## config.mk

```make
export PLATFORM = sky130hd
export DESIGN_NAME = pwm_multicanal_flat
export DESIGN_NICKNAME = d
export VERILOG_FILES = /design/src/rtl/pwm_multicanal_if.sv /design/src/rtl/pwm_multicanal.sv /design/src/flat_wrapper.sv
export SDC_FILE = /design/constraint.sdc
export NUM_CORES = 1
export LEC_CHECK = 0
export BUFFER_PORTS_ARGS = -buffer_cell sky130_fd_sc_hd__buf_2
export CAP_MARGIN = 20
export CORE_MARGIN = 10
export CORE_UTILIZATION = 50
export DETAILED_ROUTE_END_ITERATION = 10
export PLACE_DENSITY = 0.74
export SLEW_MARGIN = 20
export SYNTH_ARGS = -nofsm -noshare
export SYNTH_HDL_FRONTEND = slang
export SYNTH_SLANG_ARGS = --single-unit
```

## constraint.sdc

```tcl
create_clock -name clock -period 2.9 [get_ports clock]
set_clock_uncertainty 0.2 [all_clocks]
set_input_delay 0.29 -clock clock [delete_from_list [all_inputs] [get_ports clock]]
set_output_delay 0.29 -clock clock [all_outputs]
set_load 0.01 [all_outputs]
```

## src/rtl/pwm_multicanal_if.sv

```systemverilog
// Control/status bundle for pwm_multicanal. The master side drives the controls and duty writes.
// The slave side is the PWM block and returns the outputs.
interface pwm_multicanal_if #(
    parameter int unsigned CHANNELS    = 4,
    parameter int unsigned WIDTH       = 8,
    parameter int unsigned PRESC_WIDTH = 3
);
    localparam int unsigned LCH_W = (CHANNELS > 1) ? $clog2(CHANNELS) : 1;

    logic                   enable;
    logic [PRESC_WIDTH-1:0] speed;
    logic                   mode;
    logic                   load;
    logic [LCH_W-1:0]       load_ch;
    logic [WIDTH-1:0]       load_duty;
    logic [CHANNELS-1:0]    pwm;
    logic                   period_start;

    modport master (
        output enable, speed, mode, load, load_ch, load_duty,
        input  pwm, period_start
    );

    modport slave (
        input  enable, speed, mode, load, load_ch, load_duty,
        output pwm, period_start
    );
endinterface

```

## src/rtl/pwm_multicanal.sv

```systemverilog
// Multi-channel PWM built on one shared prescaler and one period counter (edge- or center-aligned).
// Each channel has a double-buffered duty: a shadow register is promoted to the active register at each period boundary.
module pwm_multicanal #(
    parameter int unsigned CHANNELS    = 4,
    parameter int unsigned WIDTH       = 8,
    parameter int unsigned PRESC_WIDTH = 3
) (
    input  logic            clock,
    input  logic            reset,
    pwm_multicanal_if.slave bus
);
    localparam int unsigned PC_W  = (1 << PRESC_WIDTH) - 1;
    localparam int unsigned LCH_W = (CHANNELS > 1) ? $clog2(CHANNELS) : 1;

    localparam logic [WIDTH-1:0] CNT_MAX  = '1;
    localparam logic [WIDTH-1:0] CNT_ONE  = WIDTH'(1);
    localparam logic [PC_W-1:0]  PC_ONES  = '1;
    localparam logic [0:0]       DIR_UP   = 1'b0;
    localparam logic [0:0]       DIR_DOWN = 1'b1;

    logic [PC_W-1:0]     pc_q, pc_d;
    logic [WIDTH-1:0]    cnt_q, cnt_d;
    logic [0:0]          dir_q, dir_d;
    logic                mode_q, mode_d;
    logic [WIDTH-1:0]    shadow_q [CHANNELS];
    logic [WIDTH-1:0]    shadow_d [CHANNELS];
    logic [WIDTH-1:0]    active_q [CHANNELS];
    logic [WIDTH-1:0]    active_d [CHANNELS];
    logic [CHANNELS-1:0] pwm_q, pwm_d;
    logic                ps_q, ps_d;

    logic [PC_W-1:0]     pc_thr;
    logic                tick;
    logic                boundary;

    // Next-state logic: duty writes, prescaler, counter, boundary promotion and outputs.
    always_comb begin
        pc_d     = pc_q;
        cnt_d    = cnt_q;
        dir_d    = dir_q;
        mode_d   = mode_q;
        shadow_d = shadow_q;
        active_d = active_q;
        pwm_d    = '0;
        ps_d     = 1'b0;
        tick     = 1'b0;
        boundary = 1'b0;
        pc_thr   = ~(PC_ONES << bus.speed);

        // Indices at or above CHANNELS match no channel, so those writes are dropped.
        for (int i = 0; i < int'(CHANNELS); i++) begin
            if (bus.load && (bus.load_ch == LCH_W'(i))) begin
                shadow_d[i] = bus.load_duty;
            end
        end

        if (!bus.enable) begin
            pc_d     = '0;
            cnt_d    = '0;
            dir_d    = DIR_UP;
            mode_d   = bus.mode;
            active_d = shadow_q;
        end else begin
            // Threshold comparison with >= keeps a live speed decrease from waiting for a full wrap.
            tick = (pc_q >= pc_thr);
            pc_d = tick ? '0 : pc_q + PC_W'(1);

            if (tick) begin
                if (!mode_q) begin
                    cnt_d    = cnt_q + CNT_ONE;
                    boundary = (cnt_q == CNT_MAX);
                end else if (dir_q == DIR_UP) begin
                    cnt_d = cnt_q + CNT_ONE;
                    if (cnt_q == (CNT_MAX - CNT_ONE)) begin
                        dir_d = DIR_DOWN;
                    end
                end else begin
                    cnt_d = cnt_q - CNT_ONE;
                    if (cnt_q == CNT_ONE) begin
                        dir_d    = DIR_UP;
                        boundary = 1'b1;
                    end
                end
            end

            // Active duties take the pre-write shadow, so a write on this cycle waits one period.
            if (boundary) begin
                active_d = shadow_q;
                mode_d   = bus.mode;
                dir_d    = DIR_UP;
                ps_d     = 1'b1;
            end
        end

        for (int i = 0; i < int'(CHANNELS); i++) begin
            pwm_d[i] = bus.enable & (cnt_q < active_q[i]);
        end
    end

    // State register; reset overrides enable and load.
    always_ff @(posedge clock) begin
        if (reset) begin
            pc_q     <= '0;
            cnt_q    <= '0;
            dir_q    <= DIR_UP;
            mode_q   <= 1'b0;
            shadow_q <= '{default: '0};
            active_q <= '{default: '0};
            pwm_q    <= '0;
            ps_q     <= 1'b0;
        end else begin
            pc_q     <= pc_d;
            cnt_q    <= cnt_d;
            dir_q    <= dir_d;
            mode_q   <= mode_d;
            shadow_q <= shadow_d;
            active_q <= active_d;
            pwm_q    <= pwm_d;
            ps_q     <= ps_d;
        end
    end

    assign bus.pwm          = pwm_q;
    assign bus.period_start = ps_q;

endmodule

```

## src/flat_wrapper.sv

```systemverilog
// flat-port wrapper written by rule: the top's interface ports become plain ports
module pwm_multicanal_flat 
#(
    parameter int unsigned CHANNELS    = 4,
    parameter int unsigned WIDTH       = 8,
    parameter int unsigned PRESC_WIDTH = 3
)
  (clock, reset, bus_enable, bus_speed, bus_mode, bus_load, bus_load_ch, bus_load_duty, bus_pwm, bus_period_start);
  pwm_multicanal_if #(.CHANNELS(CHANNELS), .WIDTH(WIDTH), .PRESC_WIDTH(PRESC_WIDTH)) bus_i ();
  input  logic clock;
  input  logic reset;
  input wire logic [$bits(bus_i.enable)-1:0] bus_enable;
  input wire logic [$bits(bus_i.speed)-1:0] bus_speed;
  input wire logic [$bits(bus_i.mode)-1:0] bus_mode;
  input wire logic [$bits(bus_i.load)-1:0] bus_load;
  input wire logic [$bits(bus_i.load_ch)-1:0] bus_load_ch;
  input wire logic [$bits(bus_i.load_duty)-1:0] bus_load_duty;
  output wire logic [$bits(bus_i.pwm)-1:0] bus_pwm;
  output wire logic [$bits(bus_i.period_start)-1:0] bus_period_start;
  assign bus_i.enable = bus_enable;
  assign bus_i.speed = bus_speed;
  assign bus_i.mode = bus_mode;
  assign bus_i.load = bus_load;
  assign bus_i.load_ch = bus_load_ch;
  assign bus_i.load_duty = bus_load_duty;
  assign bus_pwm = bus_i.pwm;
  assign bus_period_start = bus_i.period_start;
  pwm_multicanal #(.CHANNELS(CHANNELS), .WIDTH(WIDTH), .PRESC_WIDTH(PRESC_WIDTH)) u_core (.clock(clock), .reset(reset), .bus(bus_i));
endmodule
```

======== Word level (Yosys, flattened, before mapping) ========
Index checks and enable logic that the tools add are counted.
storage, ports and cells
  register bits ........................... 86
  input port bits ......................... 18
  output and inout bits ................... 5
  word-level logic and storage cells ...... 60
cells by class
  $lt $le $gt $ge ......................... 5
  muxes and demuxes ....................... 15
  bitwise operators ....................... 6
  shifts and indexed selects .............. 1
  reduce and logical (&&, ||, !) cells .... 9
  $add $sub $neg .......................... 3
  equal/unequal tests ..................... 7
operators by type and width
  kind                                                    number
  two-way mux 32 bit                                      2
  less-than comparator 8 bit                              4
  == test 8 bit (second input constant)                   2
  two-way mux 8 bit                                       2
  two-way mux 1 bit                                       11
  adder 8 x 1 -> 8 bit (second input constant)            1
  == test 8 x 1 -> 1 bit (second input constant)          1
  subtractor 8 x 1 -> 8 bit (second input constant)       1
  adder 7 x 1 -> 7 bit (second input constant)            1
  >= comparator 7 bit                                     1
  NOT 7 bit                                               1
  << shifter 7 x 3 -> 7 bit (first input constant)        1
  OR reduction 3 bit                                      2
  bitwise AND 1 bit                                       4
  == test 2 bit (second input constant)                   2
  logical AND 1 bit                                       4
  == test 2 x 1 -> 1 bit (second input constant)          1
  logical NOT 2 bit                                       1
  inequality test 2 x 1 -> 1 bit (second input constant)  1
  AND reduction 2 bit                                     1
  OR reduction 2 bit                                      1
  NOT 1 bit                                               1

======== Longest topological paths before layout ========
Gate-level depths: netlist of the first run.
  depth after elaboration ................. 8
  mapped depth ............................ 9
  gate-level depth less buffers ........... 7

======== Least setup slack after synthesis of the first run ========
No wires, ideal clock.
  kind .................................... flip-flop to flip-flop
  from .................................... register u_core.cnt_q[2]
  to ...................................... register u_core.active_q[0] in the netlist's numbering
  clock period less this slack ............ 2.362 ns
  setup time .............................. 0.118 ns
  setup slack ............................. 0.538 ns
  arrival time ............................ 2.043 ns
  buffers on the path ..................... 3
  data required time ...................... 2.582 ns
  stages on the path, launching flop included .. 9
  cells stage by stage .................... dfxtp_1 > buf_6 > or4_4 > or4_4 > o21ai_2 > a21boi_2 > buf_6 > buf_12 > mux2i_1
on the way
  longest elaborated chain between the ends .. 7
  elaborated cells on any way between the ends .. 8
  classes of those cells .................. eq/ne: 3; mux: 5
ends and longest elaborated chain
  element                                              line                   source
  from (decl)                                          pwm_multicanal.sv:22   logic [WIDTH-1:0] cnt_q, cnt_d;
  from (signal assigned)                               pwm_multicanal.sv:113  cnt_q <= cnt_d;
  == test 8 x 1 -> 1 bit                               pwm_multicanal.sv:79   if (cnt_q == CNT_ONE) begin
  two-way mux 1 bit                                    pwm_multicanal.sv:79
  two-way mux 1 bit                                    pwm_multicanal.sv:72   end else if (dir_q == DIR_UP) begin
  two-way mux 1 bit (*)                                pwm_multicanal.sv:69   if (!mode_q) begin
  two-way mux 1 bit (*)                                pwm_multicanal.sv:68   if (tick) begin
  two-way mux 1 bit (*)                                pwm_multicanal.sv:57   if (!bus.enable) begin
  inequality test 2 x 1 -> 1 bit (no source line) (*)  n/a
  to (signal assigned)                                 pwm_multicanal.sv:117  active_q <= active_d;
  to (decl)                                            pwm_multicanal.sv:27   logic [WIDTH-1:0] active_q [CHANNELS];
Every way passes the cells marked *; elsewhere a longest branch is shown, timed or not. The select of a mux whose other input is x is not followed.
A chain may end at the register's enable or synchronous reset.

======== Worst setup path in the final report of the first run ========
  from .................................... register u_core.cnt_q[2]
  to ...................................... register u_core.active_q[25] in the netlist's numbering
The elaborated chain is that of the path after synthesis.

==> results.tsv, run 1 <==
stage	metric	value	unit
finish	fillers	847	
setup_path	cpPeakStageDelay	0.58	ns
pwr	p_per_area	461	nW/µm²
setup_path	crit_slowest_cell	or4_4	
placed_design	dp.cells	592	
setup_path	crit_fanout	33	
setup_path	cp-start-kind	flip-flop	
pwr	leakage	2.08	nW
floorplan	io_pins	23	
yosys	ys_types	41	
clock_network	cts_root_buffer	clkbuf_8	
yosys	synthFlopType	dfxtp_1	
setup_path	worstSetupPathType	reg2reg	
floorplan	row_count	35	
timing	drv_slew	0	
grt	antenna_found_initial	0	
floorplan	core_area	9110	µm²
finish	final_design_area_no_fill	4990	µm²
clock_network	cts_buffers	9	
setup_path	required	2.94	ns
timing	relSlewSlack	48.8	%
grt	grt_overflow	0	
route	remaining_drc_errors	0	
yosys	yosys.area.top_type_share	37.3	%
placed_design	dp_hpwl	6350	µm
route	drt_wl_total	8740	µm
clock_network	cts_tree	yes	
floorplan	die_y	116	µm
setup_path	end_kind	flip-flop	
yosys	synth-edff-count	0	
route	drt_pre_antenna_iters	5	
timing	hold_viol	0	
grt	grt_pass1_vias	3180	
yosys	ys_ff_latch	86	
timing	fin_crit	2.48	ns
yosys	synth_top_cell_by_area	dfxtp_1	
placed_design	globalplace.congestion	0.845	
timing	rsz0062_at_grt	no	
finish	fin_cells	609	
setup_path	cp_common_cell	or4_4	
placed_design	io_buffers	22	
grt	grt_first_pass_wirelength	15000	µm
timing	fin_tns_setup	0	ns
pwr	vdd_drop_max	311	µV
timing	worst_slack	0.422	ns
placed_design	pre_cts_ws	0.331	ns
finish	multi_input_area	2630	µm²
yosys	async_flop_share	0	%
yosys	synthCells	477	
setup_path	path_cells	or4_4 > or4_4 > o21ai_2 > a21boi_4 > buf_12 > mux2i_1	
finish	register_area	1720	µm²
yosys	synthesis.area	4620	µm²
yosys	syn_nets	535	
clock_network	htreeDepth	3	
route	wl_per_cell	14.4	µm
grt	grt_max_degree	99	
min_path	hold_class	in2reg	
timing	worstMarginPinSlew	0.768	ns
route	antenna_left	0	
finish	antenna_cells	0	
timing	worst_hold_slack	0.0175	ns
clock_network	clkTransAtPathRegs	0.10	ns
flow_run	max_cap_viol_count	0	
finish	area_growth	7.96	%
yosys	synthTopCellsByCount	dfxtp_1 (86), mux2i_1 (67), nor2_1 (42), ha_1 (40), inv_1 (32)	
timing	max_clock_freq	404	MHz
pwr	power	2.30	mW
finish	drive_above_1_share	19.9	%
yosys	yosysMostFrequentCell	dfxtp_1	
setup_path	arrival	2.52	ns
yosys	ys_warn_count	0	
yosys	synth.yosys.seq_area_share	37.3	%
route	num_vias	3122	
floorplan	die_area	13500	µm²
finish	layout.nets	551	
yosys	synth_area_leaders	dfxtp_1 (37%), mux2i_1 (15%), ha_1 (11%)	
floorplan	initial_utilization	50.7	%
yosys	avgSynthCellArea	9.68	µm²
grt	grt_usage	13.7	%
clock_network	clock_sinks	86	
placed_design	place_area	4760	µm²
route	drtIter0Drc	175	
timing	finalCritPeriodShare	85.5	%
route	viasPerCell	5.13	
clock_network	clkLatencyLatePin	0.36	ns
outcome	status	completed	
finish	utilization	54.8	%
timing	setup_viol	0	
floorplan	die_w	116	µm
clock_network	clockBufferDepth	2	
## per-layer routing
layer  routed length (µm)  part of all wire (%)  vias up  track usage [%]
met2                 4040                    46       40             22.4
li1                     -                     -     1633                -
met1                 4350                    50     1439             17.7
met5                    0                     0        -                0
met4                   93                   1.1        0             4.00
met3                  265                   3.0       10             3.03
## final timing paths
check                        endpoint  slack, ns  depth (start not counted)             start
setup reg to reg  u_core.active_q[25]       0.42                          6   u_core.cnt_q[2]
setup / recovery  u_core.active_q[25]       0.42                          6   u_core.cnt_q[2]
hold / removal    u_core.shadow_q[12]       0.02                          3  bus_load_duty[4]
hold reg to reg        u_core.pc_q[0]       0.26                          1    u_core.pc_q[0]
## critical path, delay by kind of cell (launching register included)
family / cells / cell delay, ns
AO/OA/AOI/OAI: 2 / 0.21
buffers and inverters: 1 / 0.21
flip-flops: 1 / 0.47
multiplexers: 1 / 0.15
AND/OR/NAND/NOR: 2 / 1.11
## flip-flops by register name (all words and copies together) (netlist names)
| register | flops |
|---|---|
| u_core.active_q | 32 |
| u_core.shadow_q | 32 |
| u_core.cnt_q | 8 |
| u_core.pc_q | 7 |
| u_core.bus.pwm | 4 |
| u_core.bus.period_start | 1 |
| u_core.dir_q | 1 |
| u_core.mode_q | 1 |
## where the power goes
group	internal (mW)	switching [mW]	total, mW
sequential	1.21	0.0162	1.22
combinational	0.0844	0.0951	0.179
clock	0.435	0.460	0.895
total	1.73	0.571	2.30
## timing repair
action / CTS / global route
endpoints found under the hold margin: 1 / 0
resized for setup: 0 / 0
setup buffers: 0 / 0
hold buffers: 1 / 0
## layout make-up
cell class,count,area share [%]
clock buffers,10,2.76
clock inverters,6,1.51
inverters,32,2.41
multi-input cells,337,52.8
flip-flops and latches,86,34.5
well taps,111,2.78
repair buffers,27,3.26
## cell usage in the layout, fill, tap and decap left out, types with 19 or more instances in the layout
cell type | netlist | final
ha_1 | 40 | 40
nand2b_2 | 30 | 30
mux2i_1 | 67 | 67
nor2_1 | 42 | 42
or2b_2 | 19 | 19
buf_2 | 0 | 22
dfxtp_1 | 86 | 86
inv_1 | 32 | 32
a21oi_1 | 24 | 24
## kinds of logic (layout without fill, tap and decap cells)
family	Yosys count	after routing	share of synthesized area, %
DFF	86	86	37.3
muxes	67	67	14.5
adders and majority gates	40	40	10.8
AOI/OAI and AO/OA	50	50	6.53
and+or+nand+nor	173	173	23.6
xor gates and xnor gates	7	7	1.33
buffers and inverters	54	75	5.93
No activity file was read; power rests on OpenSTA's default activity.
==> run 2, diff against run 1 <==
--- a/config.mk
+++ b/config.mk
@@ -11,6 +11,7 @@
 export CORE_UTILIZATION = 50
 export DETAILED_ROUTE_END_ITERATION = 10
 export PLACE_DENSITY = 0.74
+export SETUP_SLACK_MARGIN = 0.5
 export SLEW_MARGIN = 20
 export SYNTH_ARGS = -nofsm -noshare
 export SYNTH_HDL_FRONTEND = slang
==> results.tsv, run 2 (synthesized netlist as in run 1, its figures left out) <==
stage	metric	value	unit	change
outcome	status	completed		
floorplan	die_y	116	µm	unchanged
finish	register_area	1730	µm²	+0.29%
route	met1Wirelength	4380	µm	+0.76%
finish	final_design_area_no_fill	5040	µm²	+1.0%
pwr	combPwrFrac	8.0	%	+0.2 points
setup_path	end_kind	flip-flop		
timing	drv_slew	0		unchanged
route	viasPerCell	5.14		+0.18%
grt	grt_first_pass_wirelength	15000	µm	unchanged
grt	antenna_found_initial	0		unchanged
grt	grt_max_degree	99		unchanged
clock_network	cts_tree	yes		
pwr	power	2.30	mW	+0.12%
setup_path	arrival	2.37	ns	-0.15 ns
route	drtIter0Drc	150		-14%
route	drt_pre_antenna_iters	4		-1
finish	layout.nets	554		+0.54%
setup_path	required	2.95	ns	about the same
min_path	hold_class	in2reg		
placed_design	globalplace.congestion	0.845		unchanged
timing	worstMarginPinSlew	0.748	ns	-0.0199 ns
finish	drive_above_1_share	21.2	%	+1.3 points
finish	fillers	839		-0.94%
pwr	intPower	1.73	mW	+0.12%
clock_network	cts_buffers	9		unchanged
timing	fin_tns_setup	0	ns	unchanged
finish	reg.largest.list	u_core.active_q: 32 flops, u_core.shadow_q: 32 flops, u_core.cnt_q: 8 flops		
timing	relSlewSlack	50.1	%	+1.3 points
grt	grt_usage	13.7	%	unchanged
route	num_vias	3143		+0.67%
grt	grt_overflow	0		unchanged
timing	fin_crit	2.33	ns	-0.150 ns
finish	mostFrequentLayoutCells	dfxtp_1 (84), mux2i_1 (66), nor2_1 (42), ha_1 (40), inv_1 (32)		
setup_path	crit_path_start	u_core.cnt_q[3]		
pwr	p_sw	0.572	mW	+0.13%
timing	setup_viol	0		unchanged
clock_network	clkLatencyLatePin	0.36	ns	about the same
placed_design	io_buffers	22		unchanged
pwr	power_frac_clock	38.9	%	about the same
route	dr_wl_met2	4200	µm	+4.0%
clock_network	cts_root_buffer	clkbuf_8		
route	drt_wl_total	8960	µm	+2.5%
timing	rsz0062_at_grt	no		
timing	max_clock_freq	429	MHz	+6.4%
pwr	p_per_area	457	nW/µm²	-0.87%
finish	area_growth	9.05	%	
finish	final_common_cell	dfxtp_1		
min_path	worstHoldStart	bus_load_duty[4]		
setup_path	worstSetupPathType	reg2reg		
route	antenna_left	0		unchanged
clock_network	htreeDepth	3		unchanged
timing	hold_viol	0		unchanged
clock_network	clock_sinks	86		unchanged
placed_design	dp_hpwl	6350	µm	unchanged
finish	utilization	55.3	%	+0.55 points
finish	multi_input_area	2640	µm²	+0.19%
floorplan	io_pins	23		unchanged
grt	grt_pass1_vias	3180		unchanged
setup_path	cp-start-kind	flip-flop		
route	highest_layer	met4		
floorplan	row_count	35		unchanged
pwr	swShare	24.8	%	about the same
clock_network	clockBufferDepth	2		unchanged
floorplan	die_w	116	µm	unchanged
setup_path	crit_fanout	16		-52%
pwr	leakage	2.10	nW	+1.1%
floorplan	core_area	9110	µm²	unchanged
floorplan	die_area	13500	µm²	unchanged
clock_network	clkTransAtPathRegs	0.10	ns	about the same
pwr	vdd_drop_max	310	µV	about the same
setup_path	r2r_start	u_core.cnt_q[3]		
timing	finalCritPeriodShare	80.3	%	-5.2 points
flow_run	max_cap_viol_count	0		unchanged
floorplan	initial_utilization	50.7	%	unchanged
finish	antenna_cells	0		unchanged
route	remaining_drc_errors	0		unchanged
pwr	power_frac_seq	53.1	%	about the same
route	wl_per_cell	14.6	µm	+2.0%
placed_design	place_area	4760	µm²	unchanged
route	dr_wl_met3	292	µm	+10%
run 2: cell type report:
type	count	area share [%]
multi-input cells	337	52.3
flip-flops and latches	86	34.3
repair buffers	30	4.02
well taps	111	2.76
clock buffers	10	2.73
inverters	32	2.38
clock inverters	6	1.49
run 2: worst paths after layout:
check | endpoint | slack (ns) | depth (start not counted)
max | u_core.active_q[16] | 0.57 | 6
min | u_core.shadow_q[12] | 0.01 | 3
max reg2reg | u_core.active_q[16] | 0.57 | 6
min reg2reg | u_core.pc_q[0] | 0.26 | 1
run 2: routing by layer:
metal  global-route usage [%]  vias up
li1                         -     1638
met1                     17.7     1457
met2                     22.4       38
met3                     3.03       10
met4                     4.00        0
met5                        0        -
run 2: metrics by stage:
stage | cells | worst slack, ns | hold slack (ns)
final | 612 | 0.572 | 0.0144
after detailed placement | 592 | 0.331 | 0.246
after global placement | 592 | 0.372 | 0.237
after global routing | 612 | 0.518 | 0.0234
after floorplan | 477 | 0.538 | 0.226
after CTS | 609 | 0.518 | 0.00886
run 2: repair_timing:
| action | CTS | global route |
|---|---|---|
| gates resized for setup | 2 | 3 |
| buffers inserted | 0 | 2 |
| gates cloned | 0 | 1 |
| endpoints found under the setup margin | 33 | 35 |
| endpoints found under the hold margin | 1 | 0 |
| hold buffers | 1 | 0 |
run 2: critical path, stage by stage (launching register included):
cell	delay [ns]
dfxtp_2	0.40
or4_4	0.50
or4_4	0.53
o21ai_2	0.12
a21boi_4	0.11
clkbuf_16	0.22
mux2i_1	0.13
run 2: power by group through the flow:
stage | Combinational (mW) | Sequential (mW) | Clock, mW
6_report | 0.184 | 1.22 | 0.894
5_1_grt | 0.204 | 1.23 | 0.967
4_1_cts | 0.182 | 1.22 | 0.917
3_5_place_dp | 0.179 | 1.25 | 0
3_3_place_gp | 0.174 | 1.25 | 0
2_1_floorplan | 0.139 | 1.25 | 0
